--- config.mk ---
export PLATFORM = sky130hd
export DESIGN_NAME = spi_frame_engine_flat
export DESIGN_NICKNAME = d
export VERILOG_FILES = /design/src/rtl/spi_frame_pkg.sv /design/src/rtl/spi_frame_engine_if.sv /design/src/rtl/spi_edge_det.sv /design/src/rtl/spi_frame_engine.sv /design/src/flat_wrapper.sv
export SDC_FILE = /design/constraint.sdc
export NUM_CORES = 1
export LEC_CHECK = 0
export BUFFER_PORTS_ARGS = -buffer_cell sky130_fd_sc_hd__buf_2
export CAP_MARGIN = 20
export CORE_ASPECT_RATIO = 0.9
export CORE_UTILIZATION = 55
export CTS_CLUSTER_DIAMETER = 80
export CTS_CLUSTER_SIZE = 24
export DETAILED_ROUTE_END_ITERATION = 8
export PLACE_DENSITY = 0.79
export SETUP_SLACK_MARGIN = 0.4
export SYNTH_ARGS = -nofsm -noshare
export SYNTH_HDL_FRONTEND = slang
export SYNTH_SLANG_ARGS = --single-unit
--- constraint.sdc ---
create_clock -name clk -period 2.5 [get_ports clk]
set_input_delay 0.125 -clock clk [delete_from_list [all_inputs] [get_ports clk]]
set_output_delay 0.125 -clock clk [all_outputs]
set_load 0.05 [all_outputs]
--- src/rtl/spi_frame_pkg.sv ---
// Shared constants, frame field positions and state encodings for the SPI frame engine.
package spi_frame_pkg;

  localparam int unsigned FRAME_W  = 64;
  localparam int unsigned HDR_W    = 32;
  localparam int unsigned ADDR_W   = 15;
  localparam int unsigned DATA_W   = 32;
  localparam int unsigned CNT_W    = 7;
  localparam int unsigned RW_BIT   = 63;
  localparam int unsigned ADDR_MSB = 62;

  // At the header rise the newest MOSI bit is not in the shifter yet, so frame bit k sits at k-33
  localparam int unsigned HDR_ADDR_MSB = ADDR_MSB - (FRAME_W - HDR_W) - 1;

  localparam logic [CNT_W-1:0] CNT_FULL     = CNT_W'(FRAME_W);
  localparam logic [CNT_W-1:0] CNT_HDR_LAST = CNT_W'(HDR_W - 1);

  typedef enum logic [4:0] {
    ST_IDLE    = 5'b00001,
    ST_SHIFT   = 5'b00010,
    ST_RD_WAIT = 5'b00100,
    ST_RD_OUT  = 5'b01000,
    ST_DONE    = 5'b10000
  } state_e;

endpackage

--- src/rtl/spi_frame_engine_if.sv ---
// Register-bus side of the SPI frame engine: write strobe, read request and read return.
interface spi_frame_engine_if;
  import spi_frame_pkg::*;

  logic              reg_wr_en;
  logic              reg_rd_en;
  logic [ADDR_W-1:0] reg_addr;
  logic [DATA_W-1:0] reg_wr_data;
  logic [DATA_W-1:0] reg_rd_data;
  logic              reg_rd_valid;

  modport master (
    output reg_wr_en, reg_rd_en, reg_addr, reg_wr_data,
    input  reg_rd_data, reg_rd_valid
  );

  modport slave (
    input  reg_wr_en, reg_rd_en, reg_addr, reg_wr_data,
    output reg_rd_data, reg_rd_valid
  );

endinterface

--- src/rtl/spi_edge_det.sv ---
// Rise/fall detector for the synchronised SPI clock and chip select.
module spi_edge_det (
  input  logic clk,
  input  logic rst,
  input  logic cs_i,
  input  logic sck_i,
  output logic cs_rise_c,
  output logic cs_fall_c,
  output logic sck_rise_c,
  output logic sck_fall_c
);

  logic sck_d_q;
  logic cs_d_q;

  // CS history follows the pin through reset so a CS already low is not seen as a new fall
  always_ff @(posedge clk) begin
    if (rst) begin
      sck_d_q <= 1'b1;
      cs_d_q  <= cs_i;
    end else begin
      sck_d_q <= sck_i;
      cs_d_q  <= cs_i;
    end
  end

  assign cs_rise_c  =  cs_i & ~cs_d_q;
  assign cs_fall_c  = ~cs_i &  cs_d_q;
  assign sck_rise_c = ~cs_i &  sck_i & ~sck_d_q;
  assign sck_fall_c = ~cs_i & ~sck_i &  sck_d_q;

endmodule

--- src/rtl/spi_frame_engine.sv ---
// SPI slave frame engine: shifts a 64-bit frame, issues register write/read, drives MISO, flags completion.
module spi_frame_engine
  import spi_frame_pkg::*;
(
  input  logic                      clk,
  input  logic                      rst,
  input  logic                      spi_cs_r3,
  input  logic                      spi_sck_r3,
  input  logic                      spi_mosi_r3,
  input  logic                      spi_wr_en_r,
  input  logic                      spi_rd_en_r,
  output logic                      spi_miso,
  spi_frame_engine_if.master        reg_bus,
  output logic                      rxd_flag,
  output logic                      txd_flag,
  output logic                      frame_err
);

  logic cs_rise_c, cs_fall_c, sck_rise_c, sck_fall_c;

  spi_edge_det u_edge_det (
    .clk        (clk),
    .rst        (rst),
    .cs_i       (spi_cs_r3),
    .sck_i      (spi_sck_r3),
    .cs_rise_c  (cs_rise_c),
    .cs_fall_c  (cs_fall_c),
    .sck_rise_c (sck_rise_c),
    .sck_fall_c (sck_fall_c)
  );

  state_e             state_q, state_d;
  logic [CNT_W-1:0]   cnt_q, cnt_d;
  logic [FRAME_W-1:0] shift_q, shift_d;
  logic [DATA_W-1:0]  tx_q, tx_d;
  logic               rd_miss_q, rd_miss_d;
  logic               pend_q, pend_d;
  logic [ADDR_W-1:0]  addr_q, addr_d;
  logic [DATA_W-1:0]  wdata_q, wdata_d;
  logic               wr_en_q, wr_en_d;
  logic               rd_en_q, rd_en_d;
  logic               miso_q, miso_d;
  logic               rxd_q, rxd_d;
  logic               txd_q, txd_d;
  logic               err_q, err_d;
  logic               hdr_rise_c;
  logic               full_c;
  logic               unused_rw;

  assign hdr_rise_c = (state_q == ST_SHIFT) && sck_rise_c && (cnt_q == CNT_HDR_LAST);
  assign full_c     = (cnt_q == CNT_FULL);
  // The decoder owns the direction; the R/W header bit is carried but not acted on here
  assign unused_rw  = shift_q[RW_BIT];

  always_ff @(posedge clk) begin
    if (rst) state_q <= ST_IDLE;
    else     state_q <= state_d;
  end

  always_comb begin
    state_d = state_q;
    if (cs_rise_c) begin
      state_d = ST_DONE;
    end else begin
      unique case (state_q)
        ST_IDLE:    if (cs_fall_c || pend_q) state_d = ST_SHIFT;
        ST_SHIFT:   if (hdr_rise_c && spi_rd_en_r) state_d = ST_RD_WAIT;
        ST_RD_WAIT: if (reg_bus.reg_rd_valid || sck_fall_c) state_d = ST_RD_OUT;
        ST_RD_OUT:  state_d = ST_RD_OUT;
        ST_DONE:    state_d = ST_IDLE;
        default:    state_d = ST_IDLE;
      endcase
    end
  end

  always_comb begin
    cnt_d     = cnt_q;
    shift_d   = shift_q;
    tx_d      = tx_q;
    rd_miss_d = rd_miss_q;
    addr_d    = addr_q;
    wdata_d   = wdata_q;
    pend_d    = (state_q == ST_DONE) && cs_fall_c;
    wr_en_d   = 1'b0;
    rd_en_d   = 1'b0;
    miso_d    = 1'b0;
    rxd_d     = 1'b0;
    txd_d     = 1'b0;
    err_d     = 1'b0;

    if (state_q == ST_IDLE && state_d == ST_SHIFT) begin
      cnt_d     = '0;
      shift_d   = '0;
      tx_d      = '0;
      rd_miss_d = 1'b0;
    end

    if ((state_q inside {ST_SHIFT, ST_RD_WAIT, ST_RD_OUT}) && sck_rise_c && !full_c) begin
      cnt_d   = cnt_q + CNT_W'(1);
      shift_d = {shift_q[FRAME_W-2:0], spi_mosi_r3};
    end

    if (hdr_rise_c) begin
      addr_d  = shift_q[HDR_ADDR_MSB -: ADDR_W];
      rd_en_d = spi_rd_en_r;
    end

    // Valid wins over a coincident fall; a fall first means the responder missed its window
    if (state_q == ST_RD_WAIT && state_d == ST_RD_OUT) begin
      if (reg_bus.reg_rd_valid) begin
        tx_d = reg_bus.reg_rd_data;
      end else begin
        tx_d      = '0;
        rd_miss_d = 1'b1;
      end
    end

    if (state_q == ST_RD_OUT && state_d == ST_RD_OUT) begin
      miso_d = miso_q;
      if (sck_fall_c) begin
        miso_d = tx_q[DATA_W-1];
        tx_d   = {tx_q[DATA_W-2:0], 1'b0};
      end
    end

    // Completion actions land in the DONE cycle; the flag always fires for an asserted enable
    if (cs_rise_c) begin
      if (spi_wr_en_r) begin
        rxd_d = 1'b1;
        if (full_c) begin
          wr_en_d = 1'b1;
          wdata_d = shift_q[DATA_W-1:0];
        end else begin
          err_d = 1'b1;
        end
      end
      if (spi_rd_en_r) begin
        txd_d = 1'b1;
        if (!full_c || rd_miss_q) err_d = 1'b1;
      end
      if (!spi_wr_en_r && !spi_rd_en_r) err_d = 1'b1;
    end
  end

  always_ff @(posedge clk) begin
    if (rst) begin
      cnt_q     <= '0;
      shift_q   <= '0;
      tx_q      <= '0;
      rd_miss_q <= 1'b0;
      pend_q    <= 1'b0;
      addr_q    <= '0;
      wdata_q   <= '0;
      wr_en_q   <= 1'b0;
      rd_en_q   <= 1'b0;
      miso_q    <= 1'b0;
      rxd_q     <= 1'b0;
      txd_q     <= 1'b0;
      err_q     <= 1'b0;
    end else begin
      cnt_q     <= cnt_d;
      shift_q   <= shift_d;
      tx_q      <= tx_d;
      rd_miss_q <= rd_miss_d;
      pend_q    <= pend_d;
      addr_q    <= addr_d;
      wdata_q   <= wdata_d;
      wr_en_q   <= wr_en_d;
      rd_en_q   <= rd_en_d;
      miso_q    <= miso_d;
      rxd_q     <= rxd_d;
      txd_q     <= txd_d;
      err_q     <= err_d;
    end
  end

  assign spi_miso            = miso_q;
  assign reg_bus.reg_wr_en   = wr_en_q;
  assign reg_bus.reg_rd_en   = rd_en_q;
  assign reg_bus.reg_addr    = addr_q;
  assign reg_bus.reg_wr_data = wdata_q;
  assign rxd_flag            = rxd_q;
  assign txd_flag            = txd_q;
  assign frame_err           = err_q;

endmodule

--- src/flat_wrapper.sv ---
// flat-port wrapper written by rule: the top's interface ports become plain ports
module spi_frame_engine_flat import spi_frame_pkg::*;
  (clk, rst, spi_cs_r3, spi_sck_r3, spi_mosi_r3, spi_wr_en_r, spi_rd_en_r, spi_miso, rxd_flag, txd_flag, frame_err, reg_bus_reg_wr_en, reg_bus_reg_rd_en, reg_bus_reg_addr, reg_bus_reg_wr_data, reg_bus_reg_rd_data, reg_bus_reg_rd_valid);
  spi_frame_engine_if reg_bus_i ();
  input  logic clk;
  input  logic rst;
  input  logic spi_cs_r3;
  input  logic spi_sck_r3;
  input  logic spi_mosi_r3;
  input  logic spi_wr_en_r;
  input  logic spi_rd_en_r;
  output logic spi_miso;
  output logic rxd_flag;
  output logic txd_flag;
  output logic frame_err;
  output wire logic [$bits(reg_bus_i.reg_wr_en)-1:0] reg_bus_reg_wr_en;
  output wire logic [$bits(reg_bus_i.reg_rd_en)-1:0] reg_bus_reg_rd_en;
  output wire logic [$bits(reg_bus_i.reg_addr)-1:0] reg_bus_reg_addr;
  output wire logic [$bits(reg_bus_i.reg_wr_data)-1:0] reg_bus_reg_wr_data;
  input wire logic [$bits(reg_bus_i.reg_rd_data)-1:0] reg_bus_reg_rd_data;
  input wire logic [$bits(reg_bus_i.reg_rd_valid)-1:0] reg_bus_reg_rd_valid;
  assign reg_bus_reg_wr_en = reg_bus_i.reg_wr_en;
  assign reg_bus_reg_rd_en = reg_bus_i.reg_rd_en;
  assign reg_bus_reg_addr = reg_bus_i.reg_addr;
  assign reg_bus_reg_wr_data = reg_bus_i.reg_wr_data;
  assign reg_bus_i.reg_rd_data = reg_bus_reg_rd_data;
  assign reg_bus_i.reg_rd_valid = reg_bus_reg_rd_valid;
  spi_frame_engine u_core (.clk(clk), .rst(rst), .spi_cs_r3(spi_cs_r3), .spi_sck_r3(spi_sck_r3), .spi_mosi_r3(spi_mosi_r3), .spi_wr_en_r(spi_wr_en_r), .spi_rd_en_r(spi_rd_en_r), .spi_miso(spi_miso), .reg_bus(reg_bus_i), .rxd_flag(rxd_flag), .txd_flag(txd_flag), .frame_err(frame_err));
endmodule
[Word-level counts from Yosys, hierarchy flattened]
Cells that the tools add are included.
Storage, ports and cells
  flip-flop bits (word level): 133
  word-level logic and storage cells: 88
  RAM bits: 0
  bits in latches: 0
  memories kept: 0
  input bits: 40
  output and inout port bits: 53
  bits in read-only memories: 0
Cells by class
  divide/modulo/power cells: 0
  reduce and logical (&&, ||, !) cells: 23
  $add $sub $neg: 1
  multipliers: 0
  muxes and demuxes: 25
  equality and inequality tests: 9
  shift-type cells: 0
  bitwise logic cells: 14
  magnitude comparators: 0
Operators with widths (count)
  $mux W32: 7
  $mux W5: 4
  $pmux W5 S4: 1
  $mux W7: 2
  $mux W1: 11
  $eq A5 B2 Y1 const B: 2
  $eq A5 B4 Y1 const B: 2
  $logic_and A1 B1 Y1: 10
  $not A1 Y1: 8
  $add A7 B1 Y7 const B: 1
  $eq A7 B5 Y1 const B: 1
  $eq A7 B7 Y1 const B: 1
  $and A1 B1 Y1: 6
  $reduce_or A2 Y1: 3
  $eq A5 B1 Y1 const B: 1
  $eq A5 B3 Y1 const B: 1
  $eq A5 B5 Y1 const B: 1
  $logic_not A1 Y1: 3
  $logic_or A1 B1 Y1: 3
  $reduce_and A3 Y1: 1
  $reduce_bool A3 Y1: 1
  $reduce_or A3 Y1: 1
  $reduce_bool A2 Y1: 1

[Depth between registers and ports, before layout]
  word-level depth: 15
  depth in mapped cells: 8
  gate-level depth less buffers: 6

[Modules after synthesis]
From an unflattened synthesis, not the netlist that was laid out.
Second synthesis, totals
  cells, all modules: 493
  area total of the unflattened synthesis: 5027.3 sq um
By module, submodules not included
  spi_frame_engine: sequential area each 2622.5 sq um, cells an instance 486, area each 4953.5 sq um, times used 1
  spi_edge_det: sequential area each 40.0 sq um, cells an instance 7, area each 73.8 sq um, times used 1

[Worst setup path before layout]
Ideal clock, no wire load.
  path kind: register -> register
  from: reg u_core.state_q[3]
  to: reg u_core.shift_q[31]
  data arrival time: 1.905 ns
  required time: 2.383 ns
  slack: 0.479 ns
  period minus slack after synthesis: 2.021 ns
  path buffers: 4
  library setup time: 0.117 ns
  stages on the path, launching flop included: 9
  cell sequence: dfxtp_1 buf_6 or3_1 buf_2 o41ai_4 o21ba_4 buf_6 buf_6 a22o_1
On the way
  cells in the longest elaborated chain, start to end: 10
  elaborated cells on any way between the ends: 19
  classes of those cells: 5 x eq/ne; 6 x mux; 8 x reduce/logical
Ends and longest elaborated chain
  from (decl): RTL line spi_frame_engine.sv:32  | state_e state_q, state_d;
  from (signal assigned): RTL line spi_frame_engine.sv:57  | else state_q <= state_d;
  $eq A5 B2 Y1: RTL line spi_frame_engine.sv:50, spi_frame_engine.sv:65, spi_frame_engine.sv:98
  $logic_and A1 B1 Y1 (2 in series): RTL line spi_frame_engine.sv:50  | assign hdr_rise_c = (state_q == ST_SHIFT) && sck_rise_c && (cnt_q == CNT_HDR_LAST);
  $logic_and A1 B1 Y1: RTL line spi_frame_engine.sv:67  | ST_SHIFT: if (hdr_rise_c && spi_rd_en_r) state_d = ST_RD_WAIT;
  $mux W5: RTL line spi_frame_engine.sv:67
  $pmux W5 S4: RTL line spi_frame_engine.sv:65  | unique case (state_q)
  $mux W5: RTL line spi_frame_engine.sv:62  | if (cs_rise_c) begin
  $eq A5 B2 Y1: RTL line spi_frame_engine.sv:91  | if (state_q == ST_IDLE && state_d == ST_SHIFT) begin
  $logic_and A1 B1 Y1: RTL line spi_frame_engine.sv:91
  $reduce_bool A2 Y1 (no source line)
  to (signal assigned): RTL line spi_frame_engine.sv:162  | shift_q <= shift_d;
  to (decl): RTL line spi_frame_engine.sv:34  | logic [FRAME_W-1:0] shift_q, shift_d;
Parallel ways exist; a longest one is shown, timed or not.
A chain may end at the register's enable or synchronous reset.

[Worst setup path in the final report]
  from: reg u_core.state_q[2]
  to: reg u_core.cnt_q[4]
On the way
  cells in the longest elaborated chain, start to end: 10
  elaborated cells on any way between the ends: 19
  classes of those cells: 5 x eq/ne; 6 x mux; 8 x reduce/logical
Ends and longest elaborated chain
  $eq A5 B2 Y1: RTL line spi_frame_engine.sv:50, spi_frame_engine.sv:65, spi_frame_engine.sv:98
  $logic_and A1 B1 Y1 (2 in series): RTL line spi_frame_engine.sv:50
  $logic_and A1 B1 Y1: RTL line spi_frame_engine.sv:67
  $mux W5: RTL line spi_frame_engine.sv:67
  $pmux W5 S4: RTL line spi_frame_engine.sv:65
  $mux W5: RTL line spi_frame_engine.sv:62
  $eq A5 B2 Y1: RTL line spi_frame_engine.sv:91
  $logic_and A1 B1 Y1: RTL line spi_frame_engine.sv:91
  $reduce_bool A2 Y1 (no source line)
  to (signal assigned): RTL line spi_frame_engine.sv:161  | cnt_q <= cnt_d;
  to (decl): RTL line spi_frame_engine.sv:33  | logic [CNT_W-1:0] cnt_q, cnt_d;
Parallel ways exist; a longest one is shown, timed or not.

==> results.txt <==
* Synth top area cells: dfxtp_1 51%, a21oi_1 8.0%, o21ai_0 8.0%, a22o_1 5.7%, nand2_1 5.1%
* Detailed-routed wire length on met2: 6490 um
- From bottom edge to top edge, the die measures 94.1 um.
- Launch instance of the worst register-to-register path: u_core.state_q[2]
- Measured against its own limit, the worst slew margin works out to 0.622.
* Clock-pin slew on the worst setup and hold paths: 0.06 ns
- Setup clock skew after layout: 0.0101 ns
- Once placement finished, the instance area stood at 5690 um^2.
- Number of clock buffers inserted by TritonCTS: 17
- Dividing the detail-routed via count by the number of cells gives 5.86.
* Cell count after placement: 766
- Die ar.: 9820 um^2
- In the final layout, the share of cells above drive strength 1 is 0.213.
- Final cell count without fillers: 839
- The share of synthesized area in the top cell type comes to 0.513.
* Start point of the critical path: u_core.state_q[2]
* Clock tree from TritonCTS: yes
* Class of the tightest hold or removal check: input pin to flop
- Effective utilization at floorplan: 0.568
- Dominant cell by count in the synthesized netlist: dfxtp_1
- OpenSTA, run right after detailed placement, puts the worst setup slack at 0.371 ns.
- Root Buffer: clkbuf_8
- Share of async-settable or async-resettable flops after synthesis: 0
- Status: complete, no violations
- The synthesized design contains 133 register bits.
- Routed wire length per instance: 16.0 um
- Core Area: 9130 um^2
* Number of nets still failing antenna checks after routing: 0
- I/O pin count: 93
- Number of max-cap violations: 0
- Total met3 wirelength after detailed routing: 822 um
- After the first detailed-routing iteration, the DRC count stood at 307.
- Summing over every cut layer, the via total after detailed routing is 4913.
* Endpoint class of the critical path: flop
* Setup repair after global routing missed its margin: yes
- Post-Syn Area per Cell: 8.78 um^2
- The first global-routing pass estimated 22000 um of wire.
- Compared with the post-synthesis result, the final layout area differs by 29.8%.
- Most used flip-flop cell after synthesis: dfxtp_1
* Total gr overflow: 0
- Antenna violations before repair: 0
* Achievable frequency: 0.475 GHz
- Final #Nets: 747
* Critical path peak fanout: 20
- Final TNS setup: 0 ns
* Clock Latency Late Sink: 0.52 ns
- At the pin with the least slew margin, the transition time is 0.567 ns.
* Routability-driven placement congestion ratio: 0.916
* Final wirelength: 13400 um
- When the netlist entered floorplanning its net count stood at 633.
* Total number of yosys warnings: 0
- Final core area utilization: 0.738
* Mapped Cells: 591
- Number of remaining DRC errors: 0
* Post-synth EDFFs: 0
- For the worst setup path, the data required time is 2.91 ns.
* Part of the cycle the worst path needs: 0.842
* Finish-stage setup viols: 0
* DR top layer: met4
* Tot GR Track Use: 0.282
- After layout, the minimum clock period comes to 2.11 ns.
* H-Tree Depth: 4
- Number of placement rows: 33
- Via count of the first global-routing pass: 4551
- Detailed-routing wirelength on met1: 5930 um
- Distinct cell type count of the synthesized netlist: 44
- The longest clock path from root to sink contains 2 buffers.
* Leakage Power: 2.59 nW
- The final number of max-transition violations came to 0.
- IR analysis of the VDD net gives a maximum drop of 0.449 mV.
* Post-route cell area: 6730 um^2
- The number of antenna diodes in the final layout is 0.
- Setup slack on the critical path of the routed design comes to 0.395 ns.
- The worst setup path is of the flop to flop kind.
- Number of clock sinks seen by CTS: 133
* DP HPWL: 7480 um
- The first TritonRoute pass finished after 7 iterations.
- Measured along the x axis, the die boundary spans 104 um.
- Input and output buffers added on the ports amount to 92.
* Fraction of the yosys area taken by sequential cells: 0.513
- Library cell occupying the most area in the post-synthesis netlist: dfxtp_1
- Power per Cell Area: 730 nW/um^2
* Cell Area, Synth: 5190 um^2
- Crit path DAT: 2.51 ns
- Most instantiated cells after synthesis: 133 x dfxtp_1, 83 x a21oi_1, 83 x o21ai_0, 70 x nand2_1
- In this run the most critical hold path is launched from rst.
- Maximum number of pins on one net before global-route repair: 64
* Kind of launch point of the worst setup path: flop
- Fin. Hold Viols: 0
cells in the final DEF (no fill, tap or decap), drive strengths merged, types with 3 or more instances in the layout:
master       netlist  routed
a21o               3       3
a21oi             83      83
a221o              3       3
a22o              34      34
a311oi             3       3
and3               5       5
buf               17     107
bufinv             0       3
clkbuf            34      19
clkinv             0       3
dfxtp            133     133
dlygate4sd3        0      38
inv                5       9
nand2             70      70
nand2b             9       9
nand3             21      21
nor2               9       9
nor2b              5       5
nor3               7       7
nor4               6       6
nor4b              3       3
o21ai             83      83
o22ai             31      31
or2                3       3
or3                3       3
sequential cells by signal (all words and copies together) (netlist names), 5 cells and up:
name / cells
u_core.tx_q: 32
u_core.reg_bus.reg_wr_data: 32
u_core.state_q: 5
u_core.shift_q: 32
u_core.reg_bus.reg_addr: 15
u_core.cnt_q: 7
layer usage:
layer,global-route usage,vias to the layer above
met2,0.472,189
met3,0.0735,20
met1,0.349,2318
met5,0,-
met4,0.111,0
li1,-,2386
cell families after synthesis:
kind of cell / count (synthesis) / synth area share
flip-flops: 133 / 0.513
XOR/XNOR: 2 / 0.00338
AO/OA/AOI/OAI: 248 / 0.288
adder cells (fa/ha/maj): 2 / 0.00482
multiplexers: 2 / 0.00410
AND/OR/NAND/NOR: 148 / 0.138
buffers and inverters: 56 / 0.0482
through the flow:
stage	total power [mW]	hold WS (ns)
3_3_place_gp	2.35	0.308
5_1_grt	5.07	0.0960
2_1_floorplan	2.29	0.153
4_1_cts	4.93	0.0589
3_5_place_dp	2.36	0.322
6_report	4.91	0.0822
worst max-delay path: stages (launching register included):
cell     delay [ns]
dfxtp_1        0.40
or3_4          0.45
o41ai_4        0.47
o21ba_4        0.30
a221o_1        0.37
where the power goes:
part	switching, mW	leakage, nW	internal [mW]
sequential	0.00840	1.07	2.13
combinational	0.129	1.22	0.109
clock	0.954	0.293	1.59
total	1.09	2.59	3.82
repair_timing:
action                                  4_1_cts  5_1_grt
cloned                                        1        0
endpoints found under the setup margin       38       51
hold buffers                                 38        0
pin swaps                                     0        1
setup buffers                                 0        3
hold endpoints to repair                     40        0
resized for setup                             2        2
path summary, 6_finish.rpt:
check	end	slack (ns)	cells past startpoint
worst min register to register	u_core.reg_bus.reg_wr_data[22]	0.45	2
worst min-delay path	u_core.reg_bus.reg_wr_en	0.08	2
worst max register to register	u_core.cnt_q[4]	0.39	4
worst max-delay path	u_core.cnt_q[4]	0.39	4
final cells by class:
class,count,area (um^2)
fill,648,2390
timing repair buffer,145,966
tap,122,153
sequential,133,2660
multi-input combinational,403,2320
clock buffer,19,442
clock inverter,12,169
inverter,5,18.8
Note: power is estimated with default switching activity, not from simulation.
